<file path="config.mk">
export PLATFORM = sky130hd
export DESIGN_NAME = fp16_add_arbiter_flat
export DESIGN_NICKNAME = d
export VERILOG_FILES = /design/src/rtl/fp16_add_arbiter_if.sv /design/src/rtl/fp16_add_arbiter.sv /design/src/flat_wrapper.sv
export SDC_FILE = /design/constraint.sdc
export NUM_CORES = 1
export LEC_CHECK = 0
export ABC_AREA = 1
export CAP_MARGIN = 20
export CORE_ASPECT_RATIO = 1.25
export CORE_UTILIZATION = 40
export DETAILED_ROUTE_END_ITERATION = 12
export DONT_BUFFER_PORTS = 1
export GPL_TIMING_DRIVEN = 0
export HOLD_SLACK_MARGIN = 0.12
export SETUP_SLACK_MARGIN = 0.1
export SLEW_MARGIN = 20
export SYNTH_ARGS = -nofsm -noshare
export SYNTH_HDL_FRONTEND = slang
export SYNTH_SLANG_ARGS = --single-unit
</file>
<file path="constraint.sdc">
create_clock -name CLK_i -period 19.4 [get_ports CLK_i]
set_input_delay 5.82 -clock CLK_i [delete_from_list [all_inputs] [get_ports CLK_i]]
set_output_delay 5.82 -clock CLK_i [all_outputs]
set_load 0.02 [all_outputs]
</file>
<file path="src/rtl/fp16_add_arbiter_if.sv">
// fp16_add_arbiter_if: requester and response bundle for fp16_add_arbiter.
// slave = arbiter side, master = requesters/consumer side.
interface fp16_add_arbiter_if #(
  parameter int NUM_REQ = 4,
  parameter int ID_W    = $clog2(NUM_REQ)
);
  logic [NUM_REQ-1:0]       req_valid_i;
  logic [NUM_REQ-1:0]       req_ready_o;
  logic [NUM_REQ-1:0][15:0] req_a_i;
  logic [NUM_REQ-1:0][15:0] req_b_i;
  logic                     rsp_valid_o;
  logic                     rsp_ready_i;
  logic [15:0]              rsp_data_o;
  logic [ID_W-1:0]          rsp_id_o;
  logic [1:0]               busy_o;

  modport slave (
    input  req_valid_i, req_a_i, req_b_i,
    input  rsp_ready_i,
    output req_ready_o, rsp_valid_o,
    output rsp_data_o, rsp_id_o, busy_o
  );

  modport master (
    output req_valid_i, req_a_i, req_b_i,
    output rsp_ready_i,
    input  req_ready_o, rsp_valid_o,
    input  rsp_data_o, rsp_id_o, busy_o
  );
endinterface

</file>
<file path="src/rtl/fp16_add_arbiter.sv">
// fp16_add_arbiter: round-robin share of one FP16 adder, 2-stage pipe.
// Ports: CLK_i, RST_i (async low), bus (fp16_add_arbiter_if.slave).
// Option FP16_ADD_ARB_PRIO_EN: requester 0 gets absolute priority.
module new_fp_16_add (
  input  logic [31:0] operands_i,
  output logic [15:0] result_o
);
  logic [15:0] a, b, x, y;
  logic [4:0]  ex, ey, d;
  logic [10:0] mx, my;
  logic [37:0] al;
  logic [13:0] xe, ye, n;
  logic [14:0] s;
  logic [5:0]  e, sh, lz6;
  logic [3:0]  lz;
  logic [11:0] mr;
  logic        sub, rnd, nan_a, nan_b;

  always_comb begin
    a = operands_i[15:0];
    b = operands_i[31:16];
    // x always carries the larger magnitude
    if (a[14:0] >= b[14:0]) begin
      x = a;
      y = b;
    end else begin
      x = b;
      y = a;
    end
    ex = (x[14:10] == 5'd0) ? 5'd1 : x[14:10];
    ey = (y[14:10] == 5'd0) ? 5'd1 : y[14:10];
    mx = {x[14:10] != 5'd0, x[9:0]};
    my = {y[14:10] != 5'd0, y[9:0]};
    d  = ex - ey;
    al = {my, 27'd0} >> ((d > 5'd26) ? 5'd26 : d);
    // 3 extra bits: guard, round, sticky
    xe = {mx, 3'b000};
    ye = {al[37:25], al[24] | (|al[23:0])};
    sub = x[15] ^ y[15];
    if (sub) s = {1'b0, xe} - {1'b0, ye};
    else     s = {1'b0, xe} + {1'b0, ye};
    e  = {1'b0, ex};
    lz = 4'd0;
    for (int i = 0; i < 14; i++)
      if (s[i]) lz = 4'(13 - i);
    lz6 = {2'b00, lz};
    sh  = 6'd0;
    if (s[14]) begin
      n = {s[14:2], s[1] | s[0]};
      e = e + 6'd1;
    end else begin
      // never normalise below the minimum exponent
      sh = (lz6 > e - 6'd1) ? e - 6'd1 : lz6;
      n  = s[13:0] << sh;
      e  = e - sh;
    end
    rnd = n[2] & (n[1] | n[0] | n[3]);
    mr  = {1'b0, n[13:3]} + {11'd0, rnd};
    if (mr[11]) begin
      e  = e + 6'd1;
      mr = {1'b0, mr[11:1]};
    end else if (!mr[10]) begin
      e = 6'd0;
    end
    nan_a = (a[14:10] == 5'h1f) && (a[9:0] != 10'd0);
    nan_b = (b[14:10] == 5'h1f) && (b[9:0] != 10'd0);
    if (nan_a || nan_b)
      result_o = 16'h7e00;
    else if (x[14:10] == 5'h1f)
      result_o = (sub && y[14:10] == 5'h1f)
               ? 16'h7e00 : {x[15], 15'h7c00};
    else if (s == 15'd0)
      result_o = {x[15] & ~sub, 15'd0};
    else if (e >= 6'd31)
      result_o = {x[15], 15'h7c00};
    else
      result_o = {x[15], e[4:0], mr[9:0]};
  end
endmodule

module fp16_add_arbiter #(
  parameter int NUM_REQ = 4,
  parameter int ID_W    = $clog2(NUM_REQ)
) (
  input logic               CLK_i,
  input logic               RST_i,
  fp16_add_arbiter_if.slave bus
);
`ifdef FP16_ADD_ARB_PRIO_EN
  localparam logic [ID_W-1:0] RR_RST = ID_W'(1);
`else
  localparam logic [ID_W-1:0] RR_RST = '0;
`endif
  localparam logic [ID_W-1:0] LAST = ID_W'(NUM_REQ - 1);

  logic            s1_vld, s2_vld;
  logic [15:0]     s1_a, s1_b, s2_sum, sum;
  logic [ID_W-1:0] s1_id, s2_id, rr_ptr, win, nxt;
  logic            hit, grant, s1_adv, s2_adv;

  assign s2_adv = !s2_vld || bus.rsp_ready_i;
  assign s1_adv = !s1_vld || s2_adv;
  assign grant  = hit && s1_adv;

  always_comb begin
    int j;
    win = '0;
    hit = 1'b0;
    j   = 0;
`ifdef FP16_ADD_ARB_PRIO_EN
    if (bus.req_valid_i[0]) hit = 1'b1;
    for (int k = 0; k < NUM_REQ - 1; k++) begin
      j = int'(rr_ptr) + k;
      if (j >= NUM_REQ) j = j - (NUM_REQ - 1);
      if (!hit && bus.req_valid_i[j]) begin
        hit = 1'b1;
        win = ID_W'(j);
      end
    end
    nxt = (win == LAST) ? ID_W'(1) : win + 1'b1;
`else
    for (int k = 0; k < NUM_REQ; k++) begin
      j = int'(rr_ptr) + k;
      if (j >= NUM_REQ) j = j - NUM_REQ;
      if (!hit && bus.req_valid_i[j]) begin
        hit = 1'b1;
        win = ID_W'(j);
      end
    end
    nxt = (win == LAST) ? '0 : win + 1'b1;
`endif
  end

  assign bus.req_ready_o =
    grant ? (NUM_REQ'(1) << win) : '0;

  new_fp_16_add u_add (
    .operands_i({s1_b, s1_a}),
    .result_o  (sum)
  );

  always_ff @(posedge CLK_i or negedge RST_i) begin
    if (!RST_i) begin
      rr_ptr <= RR_RST;
      s1_vld <= 1'b0;
      s1_a   <= '0;
      s1_b   <= '0;
      s1_id  <= '0;
      s2_vld <= 1'b0;
      s2_sum <= '0;
      s2_id  <= '0;
    end else begin
`ifdef FP16_ADD_ARB_PRIO_EN
      if (grant && win != '0) rr_ptr <= nxt;
`else
      if (grant) rr_ptr <= nxt;
`endif
      if (s1_adv) begin
        s1_vld <= grant;
        if (grant) begin
          s1_a  <= bus.req_a_i[win];
          s1_b  <= bus.req_b_i[win];
          s1_id <= win;
        end
      end
      if (s2_adv) begin
        s2_vld <= s1_vld;
        s2_sum <= sum;
        s2_id  <= s1_id;
      end
    end
  end

  assign bus.rsp_valid_o = s2_vld;
  assign bus.rsp_data_o  = s2_sum;
  assign bus.rsp_id_o    = s2_id;
  assign bus.busy_o      = {1'b0, s1_vld} + {1'b0, s2_vld};
endmodule

</file>
<file path="src/flat_wrapper.sv">
// flat-port wrapper written by rule: the top's interface ports become plain ports
module fp16_add_arbiter_flat 
#(
  parameter int NUM_REQ = 4,
  parameter int ID_W    = $clog2(NUM_REQ)
)
  (CLK_i, RST_i, bus_req_valid_i, bus_req_a_i, bus_req_b_i, bus_rsp_ready_i, bus_req_ready_o, bus_rsp_valid_o, bus_rsp_data_o, bus_rsp_id_o, bus_busy_o);
  fp16_add_arbiter_if #(.NUM_REQ(NUM_REQ), .ID_W(ID_W)) bus_i ();
  input logic CLK_i;
  input logic RST_i;
  input wire logic [$bits(bus_i.req_valid_i)-1:0] bus_req_valid_i;
  input wire logic [$bits(bus_i.req_a_i)-1:0] bus_req_a_i;
  input wire logic [$bits(bus_i.req_b_i)-1:0] bus_req_b_i;
  input wire logic [$bits(bus_i.rsp_ready_i)-1:0] bus_rsp_ready_i;
  output wire logic [$bits(bus_i.req_ready_o)-1:0] bus_req_ready_o;
  output wire logic [$bits(bus_i.rsp_valid_o)-1:0] bus_rsp_valid_o;
  output wire logic [$bits(bus_i.rsp_data_o)-1:0] bus_rsp_data_o;
  output wire logic [$bits(bus_i.rsp_id_o)-1:0] bus_rsp_id_o;
  output wire logic [$bits(bus_i.busy_o)-1:0] bus_busy_o;
  assign bus_i.req_valid_i = bus_req_valid_i;
  assign bus_i.req_a_i = bus_req_a_i;
  assign bus_i.req_b_i = bus_req_b_i;
  assign bus_i.rsp_ready_i = bus_rsp_ready_i;
  assign bus_req_ready_o = bus_i.req_ready_o;
  assign bus_rsp_valid_o = bus_i.rsp_valid_o;
  assign bus_rsp_data_o = bus_i.rsp_data_o;
  assign bus_rsp_id_o = bus_i.rsp_id_o;
  assign bus_busy_o = bus_i.busy_o;
  fp16_add_arbiter #(.NUM_REQ(NUM_REQ), .ID_W(ID_W)) u_core (.CLK_i(CLK_i), .RST_i(RST_i), .bus(bus_i));
endmodule
</file>
# After elaboration in Yosys (flattened, before gate mapping)
# Cells that the tools add are included.
op_classes:
  addsub: 17
  magnitude_cmp: 13
  eq_ne: 5
  shift: 3
  muxes: 61
  n_bitwise: 8
  reduce_logical: 24
op_table:
  columns: ["op", "n"]
  rows:
  - ["$lt 32x4->1 const B", 4]
  - ["$mux 16", 8]
  - ["$mux 32", 4]
  - ["$ge 32x4->1 const B", 3]
  - ["$sub 32x4->32 const B", 3]
  - ["$bmux 16 s2", 2]
  - ["$mux 4", 15]
  - ["$shr 38x5->38", 1]
  - ["$mux 15", 2]
  - ["$mux 6", 4]
  - ["$reduce_or 24->1", 1]
  - ["$eq 5x5->1 const B", 4]
  - ["$reduce_bool 10->1", 2]
  - ["$add 14x14->15", 1]
  - ["$ge 15x15->1", 1]
  - ["$logic_not 15->1", 1]
  - ["$mux 5", 3]
  - ["$sub 14x14->15", 1]
  - ["$mux 14", 1]
  - ["$shl 14x6->14", 1]
  - ["$add 11x1->12", 1]
  - ["$mux 1", 12]
  - ["$logic_not 5->1", 2]
  - ["$mux 10", 1]
  - ["other kinds (28)", 53]
totals:
  ff_bits: 56
  inputBits: 135
  word_cells: 139

# Logic depth before layout (Yosys ltp)
# Gate-level depths: netlist (run 1).
depth:
  depth_word: 41
  mapped_depth: 88

# By module
# A second synthesis (run 1) with hierarchy kept.
unflattened:
  hier_cells: 1629
  hier_area_um2: 9411.5
modules_own_cells:
  columns: ["mod", "n_inst", "cells_each", "area_each_um2", "seq_area_each_um2"]
  rows:
  - ["new_fp_16_add", 1, 1019, 5481.5, 0.0]
  - ["fp16_add_arbiter", 1, 610, 3930.0, 1401.3]

# Worst setup path before layout (run 1)
# Ideal clock, no wire load.
synth_timing:
  path_kind: "input to output"
  start: "input port bus_req_valid_i[0]"
  end: "output port bus_req_ready_o[3]"
  arrival_time_ps: 8089
  required_time_ps: 13580
  path_slack_ps: 5491
  cell_stages: 17
  path_buffers: 2
  cell_sequence: "or2_2 o21ai_0 inv_1 a21oi_1 inv_1 nor2_1 nand2_1 nor2_1 inv_1 o211ai_1 nand2_1 inv_1 clkbuf_1 clkbuf_1 ha_1 inv_1 nor2_1"
synth_between:
  elab_chain_cells: 15
synth_lines:
  columns: ["item", "line_no", "rtl"]
  rows:
  - ["start: declaration", "flat_wrapper.sv:11", "input wire logic [$bits(bus_i.req_valid_i)-1:0] bus_req_valid_i;"]
  - ["$bmux 1 s2", "fp16_add_arbiter.sv:125", "if (!hit && bus.req_valid_i[j]) begin"]
  - ["$mux 1 (not written as such) (2 in a row)", "fp16_add_arbiter.sv:125", null]
  - ["$mux 1", "fp16_add_arbiter.sv:125", null]
  - ["$logic_not 1->1", "fp16_add_arbiter.sv:125", null]
  - ["$logic_and 1x1->1", "fp16_add_arbiter.sv:125", null]
  - ["$mux 1", "fp16_add_arbiter.sv:125", null]
  - ["$logic_not 1->1", "fp16_add_arbiter.sv:125", null]
  - ["$logic_and 1x1->1", "fp16_add_arbiter.sv:125", null]
  - ["$mux 1", "fp16_add_arbiter.sv:125", null]
  - ["$logic_not 1->1", "fp16_add_arbiter.sv:125", null]
  - ["$logic_and 1x1->1", "fp16_add_arbiter.sv:125", null]
  - ["$mux 2 *", "fp16_add_arbiter.sv:125", null]
  - ["via u_core.win[0]", "fp16_add_arbiter.sv:98", "logic [ID_W-1:0] s1_id, s2_id, rr_ptr, win, nxt;"]
  - ["$shl 1x2->4 *", "fp16_add_arbiter.sv:135", "grant ? (NUM_REQ'(1) << win) : '0;"]
  - ["$mux 4 *", "fp16_add_arbiter.sv:135", null]
  - ["end: declaration", "flat_wrapper.sv:15", "output wire logic [$bits(bus_i.req_ready_o)-1:0] bus_req_ready_o;"]
# Mark *: on every way through the listed nets, which the timed path passes. The rest lies on a longest branch. The select of a mux whose other input is x is not followed.

# Worst setup path after layout (run 1)
# Ends and elaborated chain as after synthesis.

==> metrics.json, run 1 <==
{
  "max_freq_mhz": 69.0,
  "final.setup.tns_ns": 0,
  "synth.top_cell.area_share_pct": 17.1,
  "holdCritPathClass": "register to register",
  "max_incr_delay_on_cp_ns": 0.54,
  "worst-setup-path-type": "primary input to output pin",
  "critical_path_arrival_ns": 8.66,
  "worst_slew_margin_relative_to_its_limit_pct": 46.9,
  "path_cells": "or2_2 -> o21ai_0 -> inv_1 -> a21oi_1 -> inv_1 -> nor2_1 -> nand2_1 -> nor2_1 -> inv_1 -> o211ai_1 -> nand2_1 -> inv_1 -> clkbuf_1 -> clkbuf_1 -> ha_1 -> inv_1 -> nor2_1",
  "cts.path.max_buffers": 2,
  "hold_violations": 0,
  "io_pins": 160,
  "synthesis.area_um2": 8170,
  "layout-area-overhead-vs-synth_pct": 6.23,
  "via_count": 8959,
  "initial_core_util_pct": 40.7,
  "syn-instance-count": 1354,
  "syn-num-nets": 1554,
  "portion_of_the_post_synthesis_area_used_by_sequential_elements_pct": 17.1,
  "core_area_um2": 20100,
  "global_route_wire_length_before_repair_um": 42300,
  "worst_path_most_repeated_cell": "inv_1",
  "max_cap_viol_count": 0,
  "synth-async-reset-ratio_pct": 100,
  "grt_antenna_before_repair": 5,
  "clk-insertion-delay-late_ns": 0.31,
  "yosys_most_used_dff": "dfrtp_1",
  "drt-total-wl_um": 26100,
  "ant_nets": 0,
  "finalClockSkew_ns": 0.0111,
  "cts.repair.resized": 0,
  "grtUsageTotal_pct": 25.2,
  "layout.area.seq_um2": 1400,
  "multi_input_area_um2": 5900,
  "die_span_y_um": 162,
  "synthTopCellsByArea": "dfrtp_1 (17%), nand2_1 (16%), nand3_1 (9.8%)",
  "cts.sinks": 56,
  "avgSynthCellArea_um2": 6.04,
  "outcome": "completed",
  "dieArea_um2": 21000,
  "r2r-start": "u_core.s1_b[14]$_DFFE_PN0P_",
  "post_synth_num_cell_types": 54,
  "portBuffers": 0,
  "edff_count_synth": 0,
  "cts_tree": "built",
  "detail_route.iter0.violations": 603,
  "ctsHtreeMaxLevel": 2,
  "period_share_pct": 74.7,
  "globalplace.congestion": 0.966,
  "drive_above_1_share_pct": 8.66,
  "hold_path_startpoint": "u_core.s1_b[11]$_DFFE_PN0P_",
  "cts.root.buffer_cell": "clkbuf_16",
  "crit_path_start_kind": "primary input",
  "flops_latches_synth": 56,
  "timing.critical_path.slowest_stage_cell": "clkbuf_1",
  "regToRegSetupSlack_ns": 7.49,
  "drt_first_pass_iters": 5,
  "gr-total-overflow": 0,
  "worst-endpoint-required_ns": 13.58,
  "grt_pass1_vias": 8718,
  "nNetsFinal": 1561,
  "worstSetupPathDepth": 17,
  "drt_drc": 0,
  "setup.worst_path.end": "bus_req_ready_o[3]",
  "rows": 58,
  "grt_start_max_net_pins": 57,
  "n_fill_cell": 2244,
  "cts_setup_buffers": 0,
  "vias_per_cell": 5.47,
  "fp.dieW_um": 130,
  "grt_setup_unrepaired": "false",
  "path_delay_family": "buffers and inverters",
  "timing.reg2reg.worst_path_depth": 78,
  "wire_per_inst_um": 15.9,
  "clock_period_minus_worst_slack_ns": 14.48,
  "setup_viol_count_final": 0,
  "rr_endpoint": "u_core.bus.rsp_data_o[0]$_DFFE_PN0P_",
  "end_kind": "output pin",
  "worst_setup_hold_path_clk_slew_ns": 0.07,
  "synth_top_area_cell": "dfrtp_1",
  "place_hpwl_um": 21800,
  "number_of_clock_buffers_inserted_by_tritoncts": 5,
  "crit_buf_inv": 7,
  "timing.critical_path.from": "bus_req_valid_i[0]",
  "ys.warnings.count": 0,
  "crit_path_max_fanout": 11,
  "max_slew.worst_pin.slew_ns": 0.788,
  "cts_hold_buf": 0,
  "drv_slew": 0
}
## sequential cells by signal, summed over array words and instances (netlist names)
register	flops
u_core.bus.rsp_data_o	16
u_core.bus.rsp_id_o	2
u_core.bus.rsp_valid_o	1
u_core.rr_ptr	2
u_core.s1_a	16
u_core.s1_b	16
u_core.s1_id	2
u_core.s1_vld	1
## stage by stage
stage          util (%)  hold slack (ns)  area (µm²)  instances  setup WS [ns]
5_1_grt            43.2            0.535        8680       1637           4.67
4_1_cts            43.1            0.506        8670       1632           4.95
6_report           43.2            0.514        8680       1637           4.92
3_5_place_dp       42.3            0.484        8510       1624           4.96
3_3_place_gp       42.3            0.491        8510       1624           4.98
2_1_floorplan         -            0.459        8170       1354           5.49
## per-layer routing
metal | part of all wire [%] | GRT usage [%] | up-vias
met5 | 0 | 0 | -
met4 | 4.3 | 10.5 | 0
met3 | 4.5 | 1.48 | 76
met2 | 51 | 47.6 | 328
met1 | 41 | 29.0 | 4045
li1 | - | - | 4510
## Yosys cell counts (all sizes together) (4+ instances only)
library cell	count
clkbuf	29
buf	23
nand4	14
nor2	161
nand3	172
nor3	11
o211ai	6
dfrtp	56
nand2	370
or2	8
a31oi	4
a21oi	44
nor4	7
o22ai	4
o21ai	141
xor2	18
xnor2	7
o21bai	7
inv	161
ha	62
o221ai	28
## worst min path at each step
| stage | end | slack (ns) | cells past startpoint |
|---|---|---|---|
| CTS | u_core.s1_b[11]$_DFFE_PN0P_ | 0.51 | 2 |
| floorplan | u_core.s1_b[10]$_DFFE_PN0P_ | 0.46 | 2 |
| finish | u_core.s1_b[11]$_DFFE_PN0P_ | 0.51 | 2 |
| global route | u_core.s1_b[11]$_DFFE_PN0P_ | 0.53 | 2 |
| detailed placement | u_core.s1_b[11]$_DFFE_PN0P_ | 0.48 | 2 |
| global placement | u_core.s1_b[11]$_DFFE_PN0P_ | 0.49 | 2 |
## worst min-delay path, stage by stage, from the launching register on
cell and delay, ns:
dfrtp_1 0.34, nand2_1 0.07, o221ai_1 0.07
## cell type report
| class | count | area share (%) |
|---|---|---|
| Buffer | 52 | 3.08 |
| Sequential cell | 56 | 16.1 |
| Tap cell | 270 | 3.89 |
| Inverter | 161 | 6.99 |
| Clock inverter | 3 | 0.389 |
| Clock buffer | 5 | 1.44 |
| Antenna cell | 5 | 0.144 |
| Multi-Input combinational cell | 1085 | 67.9 |
## cell families (layout without fill, tap and decap cells)
logic type / Yosys count / after routing / share of synthesized area, %
xor gates and xnor gates: 25 / 25 / 2.77
DFF: 56 / 56 / 17.1
muxes: 3 / 3 / 0.367
buffers and inverters: 213 / 221 / 10.7
and+or+nand+nor: 747 / 747 / 40.6
other: 0 / 5 / 0
adders and majority gates: 65 / 65 / 10.2
AOI/OAI and AO/OA: 245 / 245 / 18.2
## cells in the final DEF (no fill, tap or decap), drive strengths merged, types with 7 or more instances in the layout
cell type	count
o21ai	141
ha	62
xnor2	7
inv	162
nand4	14
o21bai	7
clkbuf	34
nor3	11
nor2	161
nand2	370
nand3	172
nor4	7
a21oi	44
or2	8
o221ai	28
buf	23
xor2	18
dfrtp	56
Power of run 1 is not shown: default switching activity piles up to over one toggle a cycle in this logic, so the estimate is an artifact.
==> run 2: changes to the inputs <==
clock period = 13.5 ns   (was 19.4 ns; I/O delays follow)
==> run 2 against run 1 <==
  * Register-to-register slack worse by 5.7 ns
  * Via count stayed put
  * Critical path depth is 61 higher
  * Utilization hardly changed
  * Cell count stayed put
  * Wire length is 0.12% lower
  * Hold slack better by 0.0055 ns
  * Sequential cell count stayed put
  * Design area hardly changed
  * Die area stayed put
  * Critical path type is now register to register
  * Largest cell class unchanged
==> metrics.json, run 2 (synthesis gave the netlist of run 1 again) <==
{
  "drt-total-wl": {"value": 26000, "unit": "µm", "change": "-0.12%"},
  "clk-insertion-delay-late": {"value": 0.31, "unit": "ns", "change": "about the same"},
  "number_of_clock_buffers_inserted_by_tritoncts": {"value": 5, "change": "unchanged"},
  "core_area": {"value": 20100, "unit": "µm²", "change": "unchanged"},
  "timing.critical_path.from": "u_core.s1_b[14]$_DFFE_PN0P_",
  "max_incr_delay_on_cp": {"value": 0.41, "unit": "ns", "change": "-0.13 ns"},
  "grt_start_max_net_pins": {"value": 57, "change": "unchanged"},
  "timing.hold.ws": {"value": 0.519, "unit": "ns", "change": "+0.00553 ns"},
  "regToRegSetupSlack": {"value": 1.76, "unit": "ns", "change": "-5.73 ns"},
  "worst_path_most_repeated_cell": "inv_1",
  "r2r-start": "u_core.s1_b[14]$_DFFE_PN0P_",
  "fp.dieW": {"value": 130, "unit": "µm", "change": "unchanged"},
  "drv_slew": {"value": 0, "change": "unchanged"},
  "max_slew.worst_pin.slew": {"value": 0.788, "unit": "ns", "change": "+0.000000417 ns"},
  "cts.sinks": {"value": 56, "change": "unchanged"},
  "dieArea": {"value": 21000, "unit": "µm²", "change": "unchanged"},
  "commonest_non_fill_non_tap_cells_in_the_layout": "nand2_1 (353), nand3_1 (160), nor2_1 (148)",
  "crit_path_max_fanout": {"value": 10, "change": "-1"},
  "cts.root.buffer_cell": "clkbuf_16",
  "wire_per_inst": {"value": 15.9, "unit": "µm", "change": "-0.12%"},
  "layout.cells.most_common": "nand2_1",
  "max_freq_mhz": 85.2,
  "dpl-instance-area": {"value": 8510, "unit": "µm²", "change": "unchanged"},
  "rr_endpoint": "u_core.bus.rsp_data_o[0]$_DFFE_PN0P_",
  "hold_violations": {"value": 0, "change": "unchanged"},
  "grtUsageTotal": {"value": 25.2, "unit": "%", "change": "unchanged"},
  "rows": {"value": 58, "change": "unchanged"},
  "place_ws": {"value": 1.66, "unit": "ns", "change": "-3.30 ns"},
  "clock_period_minus_worst_slack_ns": 11.74,
  "io_pins": {"value": 160, "change": "unchanged"},
  "grt_antenna_before_repair": {"value": 5, "change": "unchanged"},
  "grt_pass1_vias": {"value": 8718, "change": "unchanged"},
  "cts.path.max_buffers": {"value": 2, "change": "unchanged"},
  "timing.critical_path.slowest_stage_cell": "dfrtp_1",
  "drt_drc": {"value": 0, "change": "unchanged"},
  "critical_path_arrival": {"value": 11.93, "unit": "ns", "change": "+3.27 ns"},
  "crit_path_start_kind": "register",
  "fin_ws": {"value": 1.76, "unit": "ns", "change": "-3.16 ns"},
  "place_hpwl": {"value": 21800, "unit": "µm", "change": "unchanged"},
  "via_count": {"value": 8959, "change": "unchanged"},
  "globalplace.congestion": {"value": 0.966, "change": "unchanged"},
  "ant_nets": {"value": 0, "change": "unchanged"},
  "cts_tree": "built",
  "finalClockSkew": {"value": 0.0109, "unit": "ns", "change": "-0.000196 ns"},
  "vias_per_cell": {"value": 5.47, "change": "unchanged"},
  "grt_setup_unrepaired": "false",
  "nNetsFinal": {"value": 1561, "change": "unchanged"},
  "final_area": {"value": 8680, "unit": "µm²", "change": "about the same"},
  "drt_first_pass_iters": {"value": 5, "change": "unchanged"},
  "period_share_pct": 87.0,
  "max_cap_viol_count": {"value": 0, "change": "unchanged"},
  "layout.area.seq": {"value": 1400, "unit": "µm²", "change": "unchanged"},
  "drive_above_1_share": {"value": 8.74, "unit": "%", "change": "+0.073 points"},
  "outcome": "completed",
  "end_kind": "register",
  "n_fill_cell": {"value": 2244, "change": "unchanged"},
  "gr-total-overflow": {"value": 0, "change": "unchanged"},
  "final.setup.tns": {"value": 0, "unit": "ns", "change": "unchanged"},
  "timing.reg2reg.worst_path_depth": {"value": 78, "change": "unchanged"},
  "portBuffers": {"value": 0, "change": "unchanged"},
  "worst-endpoint-required": {"value": 13.69, "unit": "ns", "change": "+0.11 ns"},
  "setup.worst_path.end": "u_core.bus.rsp_data_o[0]$_DFFE_PN0P_",
  "worst-setup-path-type": "register to register",
  "layout-area-overhead-vs-synth": {"value": 6.28, "unit": "%", "change": "about the same"},
  "holdCritPathClass": "register to register",
  "worst_slew_margin_relative_to_its_limit": {"value": 46.9, "unit": "%", "change": "unchanged"},
  "multi_input_area": {"value": 5900, "unit": "µm²", "change": "about the same"},
  "setup_viol_count_final": {"value": 0, "change": "unchanged"},
  "cts_setup_buffers": {"value": 0, "change": "unchanged"},
  "detail_route.iter0.violations": {"value": 609, "change": "+1.0%"},
  "worst_setup_hold_path_clk_slew": {"value": 0.08, "unit": "ns", "change": "about the same"},
  "ctsHtreeMaxLevel": {"value": 2, "change": "unchanged"},
  "die_span_y": {"value": 162, "unit": "µm", "change": "unchanged"},
  "initial_core_util": {"value": 40.7, "unit": "%", "change": "unchanged"},
  "global_route_wire_length_before_repair": {"value": 42300, "unit": "µm", "change": "unchanged"}
}
==> run 2: cell counts in the layout (fill, tap and decap cells not counted) <==
Identical to the previous run, type by type.
==> run 2: worst max-delay path: cells and delay by family, from the launching register on <==
| family | cells | cell delay (ns) |
|---|---|---|
| AO/OA/AOI/OAI | 17 | 2.69 |
| AND/OR/NAND/NOR | 32 | 3.73 |
| adder cells (fa/ha/maj) | 8 | 2.19 |
| XOR/XNOR | 2 | 0.43 |
| flip-flops | 1 | 0.41 |
| buffers and inverters | 19 | 2.12 |
==> run 2: how the worst min path moves through the flow <==
stage                                           start                          end  cells past startpoint
after floorplan           u_core.s1_b[10]$_DFFE_PN0P_  u_core.s1_b[10]$_DFFE_PN0P_                      2
after global placement    u_core.s1_b[11]$_DFFE_PN0P_  u_core.s1_b[11]$_DFFE_PN0P_                      2
after detailed placement  u_core.s1_b[11]$_DFFE_PN0P_  u_core.s1_b[11]$_DFFE_PN0P_                      2
after CTS                 u_core.s1_b[11]$_DFFE_PN0P_  u_core.s1_b[11]$_DFFE_PN0P_                      2
after global routing      u_core.s1_b[11]$_DFFE_PN0P_  u_core.s1_b[11]$_DFFE_PN0P_                      2
final                     u_core.s1_id[1]$_DFFE_PN0P_  u_core.s1_id[1]$_DFFE_PN0P_                      2
==> run 2: metal layers <==
layer	wire length (µm)	part of all wire [%]	track usage, %
met1	10600	41	29.0
met2	13200	51	47.6
met3	1160	4.5	1.48
met4	1100	4.2	10.5
met5	0	0	0
==> run 2: layout make-up <==
| type | count | area share (%) |
|---|---|---|
| antenna | 5 | 0.144 |
| buffer | 52 | 3.08 |
| clock buffer | 5 | 1.44 |
| clock inverter | 3 | 0.389 |
| inverter | 161 | 6.99 |
| multi-input combinational | 1085 | 67.9 |
| sequential | 56 | 16.1 |
| tap | 270 | 3.89 |
==> run 2: per-stage QoR <==
step	util (%)	instances
floorplan	-	1354
global placement	42.3	1624
finish	43.2	1637
global route	43.2	1637
detailed placement	42.3	1624
CTS	43.1	1632
==> run 2: what timing repair did <==
action | in CTS | in global routing
hold endpoints to repair | 0 | 0
resized for setup | 0 | 3
hold buffers | 0 | 0
endpoints found under the setup margin | 0 | 13
Power of run 2 is left out for the same reason.
